===== src/rtl/bin_to_bcd_seq.sv =====
// Sequential double-dabble converter: N-bit unsigned binary to D packed BCD digits, one bit per clock.
// Result appears N cycles after accept; o_ready is low while converting and requests arriving then are dropped.
module bin_to_bcd_seq #(
  parameter int N = 16,
  parameter int D = 5
) (
  input  logic           clk,
  input  logic           reset,
  input  logic           i_valid,
  input  logic [N-1:0]   i_bin,
  output logic           o_ready,
  output logic           o_valid,
  output logic [4*D-1:0] o_bcd
);

  localparam int CW = (N > 1) ? $clog2(N) : 1;
  localparam logic [CW-1:0] LAST = CW'(N - 1);

  typedef enum logic {IDLE, CONV} state_t;

  state_t             state;
  logic [CW-1:0]      cnt;
  logic [4*D+N-1:0]   sr;
  logic [4*D-1:0]     bcd_adj;
  logic [4*D+N-1:0]   sr_next;

  // Add-3 correction on every BCD digit, then shift the whole {BCD, binary} register.
  always_comb begin
    bcd_adj = sr[4*D+N-1:N];
    for (int k = 0; k < D; k++) begin
      if (bcd_adj[4*k +: 4] >= 4'd5) begin
        bcd_adj[4*k +: 4] = bcd_adj[4*k +: 4] + 4'd3;
      end
    end
    sr_next = {bcd_adj, sr[N-1:0]} << 1;
  end

  always_ff @(posedge clk) begin
    if (reset) begin
      state   <= IDLE;
      o_ready <= 1'b1;
      o_valid <= 1'b0;
      o_bcd   <= '0;
      cnt     <= '0;
      sr      <= '0;
    end else begin
      o_valid <= 1'b0;
      case (state)
        IDLE: begin
          if (i_valid) begin
            sr      <= {{(4*D){1'b0}}, i_bin};
            cnt     <= '0;
            state   <= CONV;
            o_ready <= 1'b0;
          end
        end
        CONV: begin
          sr  <= sr_next;
          cnt <= cnt + 1'b1;
          if (cnt == LAST) begin
            o_bcd   <= sr_next[4*D+N-1:N];
            o_valid <= 1'b1;
            o_ready <= 1'b1;
            state   <= IDLE;
          end
        end
        default: begin
          state   <= IDLE;
          o_ready <= 1'b1;
        end
      endcase
    end
  end

endmodule


===== config.mk =====
export PLATFORM = sky130hd
export DESIGN_NAME = bin_to_bcd_seq
export DESIGN_NICKNAME = d
export VERILOG_FILES = /design/src/rtl/bin_to_bcd_seq.sv
export SDC_FILE = /design/constraint.sdc
export NUM_CORES = 1
export LEC_CHECK = 0
export ABC_AREA = 0
export BUFFER_PORTS_ARGS = -buffer_cell sky130_fd_sc_hd__buf_2
export CORE_MARGIN = 4
export CORE_UTILIZATION = 45
export CTS_CLUSTER_DIAMETER = 200
export DETAILED_ROUTE_END_ITERATION = 6
export PLACE_DENSITY = 0.65
export SETUP_SLACK_MARGIN = 0.05
export SLEW_MARGIN = 5
export SYNTH_ARGS = -nofsm -noshare
export SYNTH_HDL_FRONTEND = slang
export SYNTH_SLANG_ARGS = --single-unit

===== constraint.sdc =====
create_clock -name clk -period 2.7 [get_ports clk]
set_input_delay 0.27 -clock clk [delete_from_list [all_inputs] [get_ports clk]]
set_output_delay 0.27 -clock clk [all_outputs]
set_load 0.02 [all_outputs]

Yosys cells after proc, flatten, opt, wreduce, memory -nomap -nowiden
Cells that the tools add are included.
{"block": "word_totals", "regBits": 63, "input_bits": 19, "out_inout_bits": 22, "word_cells": 40}
{"block": "classes", "add_sub_neg": 6, "n_lt_le_gt_ge": 5, "eq_ne": 3, "n_mux": 16, "bitwise_logic": 1, "reduce_logical": 3}
{"op": "one-hot mux 36 bit (2 select lines)", "count": 1}
{"op": "two-way mux 36 bit", "count": 1}
{"op": "greater-or-equal comparator 4 x 3 -> 1 bit, second input constant", "count": 5}
{"op": "two-way mux 4 bit", "count": 5}
{"op": "adder 4 x 2 -> 4 bit, second input constant", "count": 4}
{"op": "one-hot mux 4 bit (2 select lines)", "count": 1}
{"op": "two-way mux 1 bit", "count": 5}
{"op": "adder 4 x 1 -> 4 bit, second input constant", "count": 1}
{"op": "== test 4 bit, second input constant", "count": 1}
{"op": "one-hot mux 1 bit (2 select lines)", "count": 2}
{"op": "AND reduction 2 bit", "count": 2}
{"op": "adder 3 x 2 -> 3 bit, second input constant", "count": 1}
{"op": "two-way mux 3 bit", "count": 1}
{"op": "!= test 2 x 1 -> 1 bit, second input constant", "count": 1}
{"op": "!= test 2 bit, second input constant", "count": 1}
{"op": "OR reduction 2 bit", "count": 1}
{"op": "NOT 1 bit", "count": 1}

Longest topological paths before layout
Gate-level depths: netlist of run 1.
{"block": "depth", "depth_word": 3, "depth_mapped": 6}

Worst setup path after synthesis of run 1
OpenSTA, ideal clock, no wires.
{"block": "synth_path", "path_kind": "register -> register", "startpoint": "register sr[25]", "endpoint": "register o_bcd[10]", "setup_time_ns": 0.059, "t_arrival_ns": 1.280, "required_ns": 2.641, "slack_ns": 1.361, "stages_incl_launch_ff": 7, "n_path_buf": 0, "cell_sequence": "dfxtp_1 > inv_1 > ha_1 > nand2b_1 > a21oi_1 > mux2i_1 > a22o_1"}
{"block": "synth_between", "elab_chain_len": 2, "word_cells_on_any_way": 3, "cone_classes": "add/sub: 1; order compare: 1; mux: 1"}
{"item": "from (decl)", "line_no": "23", "source": "logic [4*D+N-1:0] sr;"}
{"item": "from (signal assigned)", "line_no": "51", "source": "sr <= {{(4*D){1'b0}}, i_bin};"}
{"item": "from (signal assigned)", "line_no": "58", "source": "sr <= sr_next;"}
{"item": "adder 4 x 2 -> 4 bit or greater-or-equal comparator 4 x 3 -> 1 bit (tied branches)", "line_no": "32, 31"}
{"item": "two-way mux 4 bit *", "line_no": "31", "source": "if (bcd_adj[4*k +: 4] >= 4'd5) begin"}
{"item": "to (signal assigned)", "line_no": "61", "source": "o_bcd <= sr_next[4*D+N-1:N];"}
{"item": "to (decl)", "line_no": "13", "source": "output logic [4*D-1:0] o_bcd"}
Every way passes the cells marked *; elsewhere a longest branch is shown, timed or not.
A chain may end at the register's enable or synchronous reset.

Worst setup path in the final report of run 1
{"block": "layout_path", "startpoint": "register state", "endpoint": "register o_bcd[6]"}
{"block": "layout_between", "elab_chain_len": 1}
{"item": "from (decl)", "line_no": "21", "source": "state_t state;"}
{"item": "from (signal assigned)", "line_no": "40", "source": "state <= IDLE;"}
{"item": "from (signal assigned)", "line_no": "53", "source": "state <= CONV;"}
{"item": "from (signal assigned)", "line_no": "64", "source": "state <= IDLE;"}
{"item": "AND reduction 2 bit (no source line)"}
Every way passes these cells.

==> impl_metrics.yaml, run 1 <==
finish:
  diodes: 0
  nets: 365
  drive_gt1_frac: 0.1912
  register_area_um2: 1262
  nFillCells: 579
  fin_area_um2: 3209
  area_growth_pct: 14.77
  multi_input_area_um2: 1365
global_route:
  grt_overflow: 0
  antenna_found_initial: 0
  use_met2: 0.2526
  busiest_layer: "met2"
  grt_pass1_wl_um: 9666
  grt.total_usage: 0.1640
  grt_pass1_vias: 2067
  grt_use_met1: 0.2048
  gr-usage-met3: 0.06369
  grt_max_degree: 32
flow_run:
  cap_viol_max_count: 0
critical_path:
  critPathTopFamily: "flip-flops"
  cp-start-kind: "flip-flop"
  worstPathRequired_ns: 2.99
  critPathBufInv: 1
  crit_chain: "and2b_4 > nand2b_4 > inv_2 > a22o_1"
  cp.arrival_ns: 1.91
  crit_slowest_cell: "dfxtp_2"
  slowest_delay_ns: 0.69
  worst-setup-path-type: "reg2reg"
  end_kind: "flip-flop"
  critPathMaxFanout: 31
pwr:
  switchingPower_mw: 0.4318
  power_frac_comb: 0.054
  p_seq_frac: 0.485
  max-vdd-ir-drop_uv: 424.5
  intPower_mw: 1.562
  power.density_nw_per_um2: 621.2
  p_clk_frac: 0.461
  power_leakage_nw: 1.384
  swShare: 0.2166
timing:
  drv_slew: 0
  fin_crit_sh: 0.6005
  hold_viol: 0
  rsz0062_at_grt: "false"
  fin_crit_ns: 1.621
  fmax_mhz: 616.8
  worst_pin_slew_ns: 0.6802
  relSlewSlack: 0.5465
  finalSetupTns_ns: 0
  finClkSkew_ns: 0.008011
  finalSetupViolCount: 0
logic_synthesis:
  avgSynthCellArea_um2: 9.353
  seq_area_frac_synth: 0.4510
  yosys.cell_types.count: 29
  syn_inst: 299
  synth_warnings: 0
  syn_nets: 329
  netlist_area_um2: 2796
  synth-seq-cells: 63
place:
  routabilityCongestion: 0.8028
  port_buffers: 40
  placed_cell_area_um2: 2985
  dp_hpwl_um: 3849
status:
  status: "finished, final reports clean"
worst_hold_path:
  worstHoldPathType: "in2reg"
cts:
  cts_resized: 0
  clkLatencyLatePin_ns: 0.34
  cts.sinks: 63
  clk_pin_slew_ns: 0.06
  post_cts_buffers: 0
  cts_buffers: 9
  cts_root_buf: "clkbuf_8"
  htreeDepth: 3
  cts_tree: "yes"
  ctsLongestPathBuffers: 2
  ctsHoldBuffers: 0
floorplan:
  die_w_um: 86.83
  boundaryPins: 41
  coreArea_um2: 5991
  die_area_um2: 7539
  rows: 28
  dieHeight_um: 86.83
  initial_core_util: 0.4668
routing:
  ant_nets: 0
  vias: 2173
  avgViaCountPerCell: 5.236
  routed_wl_um: 5642
  dr.pass1.iters: 4
  drt_first_iter_violations: 140
  drc_errors: 0
  post_drt_wl_per_cell_um: 13.60
[through the flow]
step / std cells / setup slack, ns / hold slack [ns] / utilization / total power, mW
6_report: 415 / 1.079 / 0.2585 / 0.5357 / 1.994
5_1_grt: 415 / 0.9380 / 0.2838 / 0.5357 / 2.068
4_1_cts: 415 / 1.071 / 0.2389 / 0.5357 / 2.028
3_5_place_dp: 399 / 1.034 / 0.4481 / 0.4983 / 1.097
3_3_place_gp: 399 / 1.077 / 0.4551 / 0.4983 / 1.094
2_1_floorplan: 299 / 1.361 / 0.4491 / - / 1.074
[cell type report]
class / count / share of cell area
clock buffer: 13 / 0.04951
clock inverter: 3 / 0.02027
inverter: 13 / 0.01520
multi-input combinational: 206 / 0.4253
sequential: 63 / 0.3934
tap: 75 / 0.02924
timing repair buffer: 42 / 0.06706
[placed cells by master (no fill, tap or decap), drive strengths merged]
| cell | count |
|---|---|
| a21oi | 36 |
| a22o | 24 |
| a41oi | 2 |
| and2b | 2 |
| buf | 42 |
| bufinv | 2 |
| clkbuf | 13 |
| clkinv | 1 |
| dfxtp | 63 |
| ha | 11 |
| inv | 13 |
| mux2i | 21 |
| nand2 | 14 |
| nand2b | 11 |
| nand3 | 3 |
| nand3b | 1 |
| nor2 | 38 |
| nor3 | 5 |
| nor3b | 12 |
| o21ai | 20 |
| xnor2 | 5 |
| xor2 | 1 |
[Yosys cell counts]
library cell,count,share of area
inv_2,1,0.0013
nand2_1,14,0.019
clkbuf_1,1,0.0013
nor3b_1,12,0.032
xnor2_1,5,0.016
nand3_1,3,0.0054
buf_6,5,0.020
o21ai_0,20,0.036
nor3_1,4,0.0072
nand3b_1,1,0.0027
a41oi_1,1,0.0031
a22o_1,24,0.075
mux2i_1,21,0.075
buf_2,7,0.013
inv_1,12,0.016
a21oi_2,3,0.0094
nor3_4,1,0.0058
nand2b_1,10,0.022
and2b_4,1,0.0036
a41oi_2,1,0.0058
xor2_1,1,0.0031
ha_1,11,0.049
nand2b_4,1,0.0049
buf_4,3,0.0081
dfxtp_1,63,0.45
nor2_1,38,0.051
buf_1,1,0.0013
and2b_1,1,0.0027
a21oi_1,33,0.059
[worst paths after layout]
| path | slack [ns] | depth (start not counted) | startpoint | endpoint |
|---|---|---|---|---|
| worst min-delay path | 0.26 | 3 | i_bin[0] | sr[0] |
| worst max register to register | 1.08 | 4 | state | o_bcd[6] |
| worst min register to register | 0.46 | 2 | o_bcd[16] | o_bcd[16] |
| worst max-delay path | 1.08 | 4 | state | o_bcd[6] |
[sequential cells by signal, summed over array words and instances (netlist names)]
| name | count |
|---|---|
| o_bcd | 20 |
| cnt | 4 |
| o_ready | 1 |
| o_valid | 1 |
| sr | 36 |
| state | 1 |
[power groups by stage]
stage	clock [mW]	combinational, mW	sequential [mW]
2_1_floorplan	0	0.0945	0.979
3_3_place_gp	0	0.106	0.988
3_5_place_dp	0	0.109	0.988
4_1_cts	0.952	0.109	0.967
5_1_grt	0.975	0.123	0.970
6_report	0.919	0.107	0.968
[metal layers]
metal | wire length, µm | vias up | part of all wire
met5 | 0 | - | 0
met4 | 102 | 0 | 0.018
met3 | 336 | 9 | 0.060
met2 | 2536 | 46 | 0.45
met1 | 2667 | 1003 | 0.47
li1 | - | 1115 | -
[worst min-delay path, stage by stage]
cell and delay (ns):
buf_2 0.09, mux2i_1 0.12, nor3_1 0.06
[cell families (layout without fill, tap and decap cells)]
logic type | count (synthesis) | count (layout) | share of synthesized area
compound gates | 82 | 82 | 0.1884
mux | 21 | 21 | 0.07517
simple gates | 86 | 86 | 0.1566
fa+ha+maj | 11 | 11 | 0.04922
buf+inv | 30 | 71 | 0.06084
xor+xnor | 6 | 6 | 0.01879
flops | 63 | 63 | 0.4510
Power figures use the tool's default switching activity.
==> run 2, diff against run 1 <==
==> constraint.sdc (replaced) <==
create_clock -name clk -period 1.65 [get_ports clk]
set_input_delay 0.165 -clock clk [delete_from_list [all_inputs] [get_ports clk]]
set_output_delay 0.165 -clock clk [all_outputs]
set_load 0.02 [all_outputs]
==> run 2 against run 1 <==
Against the previous run:
- final area rose by 2.3%
- sequential share of layout area decreased by 0.88 points
- first-iteration DRC count fell by 15%
- critical endpoint is now sr[18]
- largest cell class unchanged
- largest power group unchanged
==> impl_metrics.yaml, run 2 (synthesized netlist as in run 1, its figures left out) <==
status:
  status: "finished, final reports clean"
cts:
  cts_buffers: 9
  cts_tree: "yes"
  cts.sinks: 63
  ctsLongestPathBuffers: 2
  cts_root_buf: "clkbuf_8"
  ctsHoldBuffers: 0
  clkLatencyLatePin_ns: 0.34
  htreeDepth: 3
  clk_pin_slew_ns: 0.07
critical_path:
  cp.arrival_ns: 1.77
  r2r_setup_slack_ns: 0.17
  crit_chain: "inv_1 > ha_1 > nand2b_1 > a21oi_2 > mux2i_1 > a22o_1"
  r2r-start: "sr[17]"
  worst-setup-path-type: "reg2reg"
  slowest_delay_ns: 0.35
  r2r_end: "sr[18]"
  cp-start-kind: "flip-flop"
  end_kind: "flip-flop"
  worstPathRequired_ns: 1.94
  reg2regPathDepth: 6
  critPathMaxFanout: 3
  crit_slowest_cell: "dfxtp_1"
pwr:
  max-vdd-ir-drop_uv: 629.2
  power_frac_comb: 0.065
  p_clk_frac: 0.446
  power_mw: 3.218
  swShare: 0.2292
  p_seq_frac: 0.489
  power_leakage_nw: 1.413
  power.density_nw_per_um2: 980.2
  intPower_mw: 2.481
  switchingPower_mw: 0.7376
floorplan:
  boundaryPins: 41
  rows: 28
  die_w_um: 86.83
  initial_core_util: 0.4668
  dieHeight_um: 86.83
  die_area_um2: 7539
  coreArea_um2: 5991
global_route:
  grt.total_usage: 0.1667
  grt_overflow: 0
  grt_max_degree: 34
  grt_pass1_wl_um: 9701
  antenna_found_initial: 0
  grt_pass1_vias: 2078
place:
  placed_cell_area_um2: 3060
  placedCellCount: 404
  dp_hpwl_um: 4009
  routabilityCongestion: 0.7403
  port_buffers: 40
finish:
  final_common_cell: "dfxtp_1"
  top_register: "sr"
  nets: 370
  area_growth_pct: 17.40
  nFillCells: 577
  final_cell_mix: "62 x dfxtp_1, 40 x buf_2, 38 x nor2_1"
  largest_reg_flops: 36
  reg_top3: "sr x36, o_bcd x20, cnt x4"
  drive_gt1_frac: 0.2174
  layout.cells.non_filler: 420
  fin_area_um2: 3283
  diodes: 0
timing:
  finClkSkew_ns: 0.004758
  finalSetupViolCount: 0
  finalSetupTns_ns: 0
  fin_crit_ns: 1.482
  hold_viol: 0
  worst_pin_slew_ns: 0.3549
  drv_slew: 0
  fin_crit_sh: 0.8983
  rsz0062_at_grt: "false"
  fmax_mhz: 674.7
  relSlewSlack: 0.7634
routing:
  wl_met3_um: 345
  post_drt_wl_per_cell_um: 13.75
  drt_first_iter_violations: 119
  drc_errors: 0
  dr.pass1.iters: 4
  wl_met2_um: 2719
  vias: 2187
  ant_nets: 0
  routed_wl_um: 5773
  avgViaCountPerCell: 5.207
  met1_length_um: 2625
  top_layer_used: "met4"
worst_hold_path:
  worstHoldEndpoint: "sr[0]"
  min_from: "i_bin[0]"
  hold_depth: 3
  worstHoldPathType: "in2reg"
flow_run:
  cap_viol_max_count: 0
-- run 2: changes by cell type in the layout (fill, tap and decap cells not counted), sizes merged --
cell      delta
buf          +5
clkinvlp     +1
clkinv       +3
clkbuf       -4
-- run 2: repair_timing --
item,in CTS,in global routing
resized for setup,0,3
setup buffers,0,0
setup endpoints to repair,0,8
-- run 2: metrics by stage --
step	hold WS, ns	util	worst slack [ns]
2_1_floorplan	0.3603	-	0.3108
3_3_place_gp	0.4575	0.5109	0.1903
3_5_place_dp	0.4562	0.5109	0.1203
4_1_cts	0.1129	0.5462	0.09418
5_1_grt	0.1498	0.5480	0.05810
6_report	0.1181	0.5480	0.1678
-- run 2: area by class of cell --
class | instances | area, µm² | area share
flip-flops and latches | 63 | 1262 | 0.3845
inverters | 13 | 48.80 | 0.01486
multi-input cells | 206 | 1376 | 0.4192
well taps | 75 | 93.84 | 0.02858
clock buffers | 9 | 123.9 | 0.03773
clock inverters | 7 | 87.58 | 0.02668
repair buffers | 47 | 290.3 | 0.08841
-- run 2: power by group through the flow --
stage	Sequential [mW]	Clock (mW)	Combinational, mW
after floorplan	1.60	0	0.155
after global placement	1.61	0	0.206
after detailed placement	1.61	0	0.210
after CTS	1.57	1.47	0.211
after global routing	1.58	1.54	0.235
final	1.58	1.43	0.209
-- run 2: worst max path at each step --
stage / start / to / slack (ns) / cells past startpoint
after global routing: sr[29] / sr[30] / 0.06 / 6
after CTS: sr[29] / o_bcd[14] / 0.09 / 6
after global placement: sr[29] / o_bcd[14] / 0.19 / 6
final: sr[17] / sr[18] / 0.17 / 6
after detailed placement: sr[29] / o_bcd[14] / 0.12 / 6
after floorplan: sr[25] / o_bcd[10] / 0.31 / 6
-- run 2: worst max-delay path, delay by kind of cell, from the launching register on --
family	cells	cell delay, ns
buffers and inverters	1	0.08
DFF	1	0.35
AOI/OAI and AO/OA	2	0.37
and+or+nand+nor	1	0.16
muxes	1	0.30
adders and majority gates	1	0.17
-- run 2: per-layer routing --
metal,GRT usage,vias up
li1,-,1120
met1,0.2028,1012
met2,0.2636,47
met3,0.07034,8
met4,0.05807,0
met5,0,-
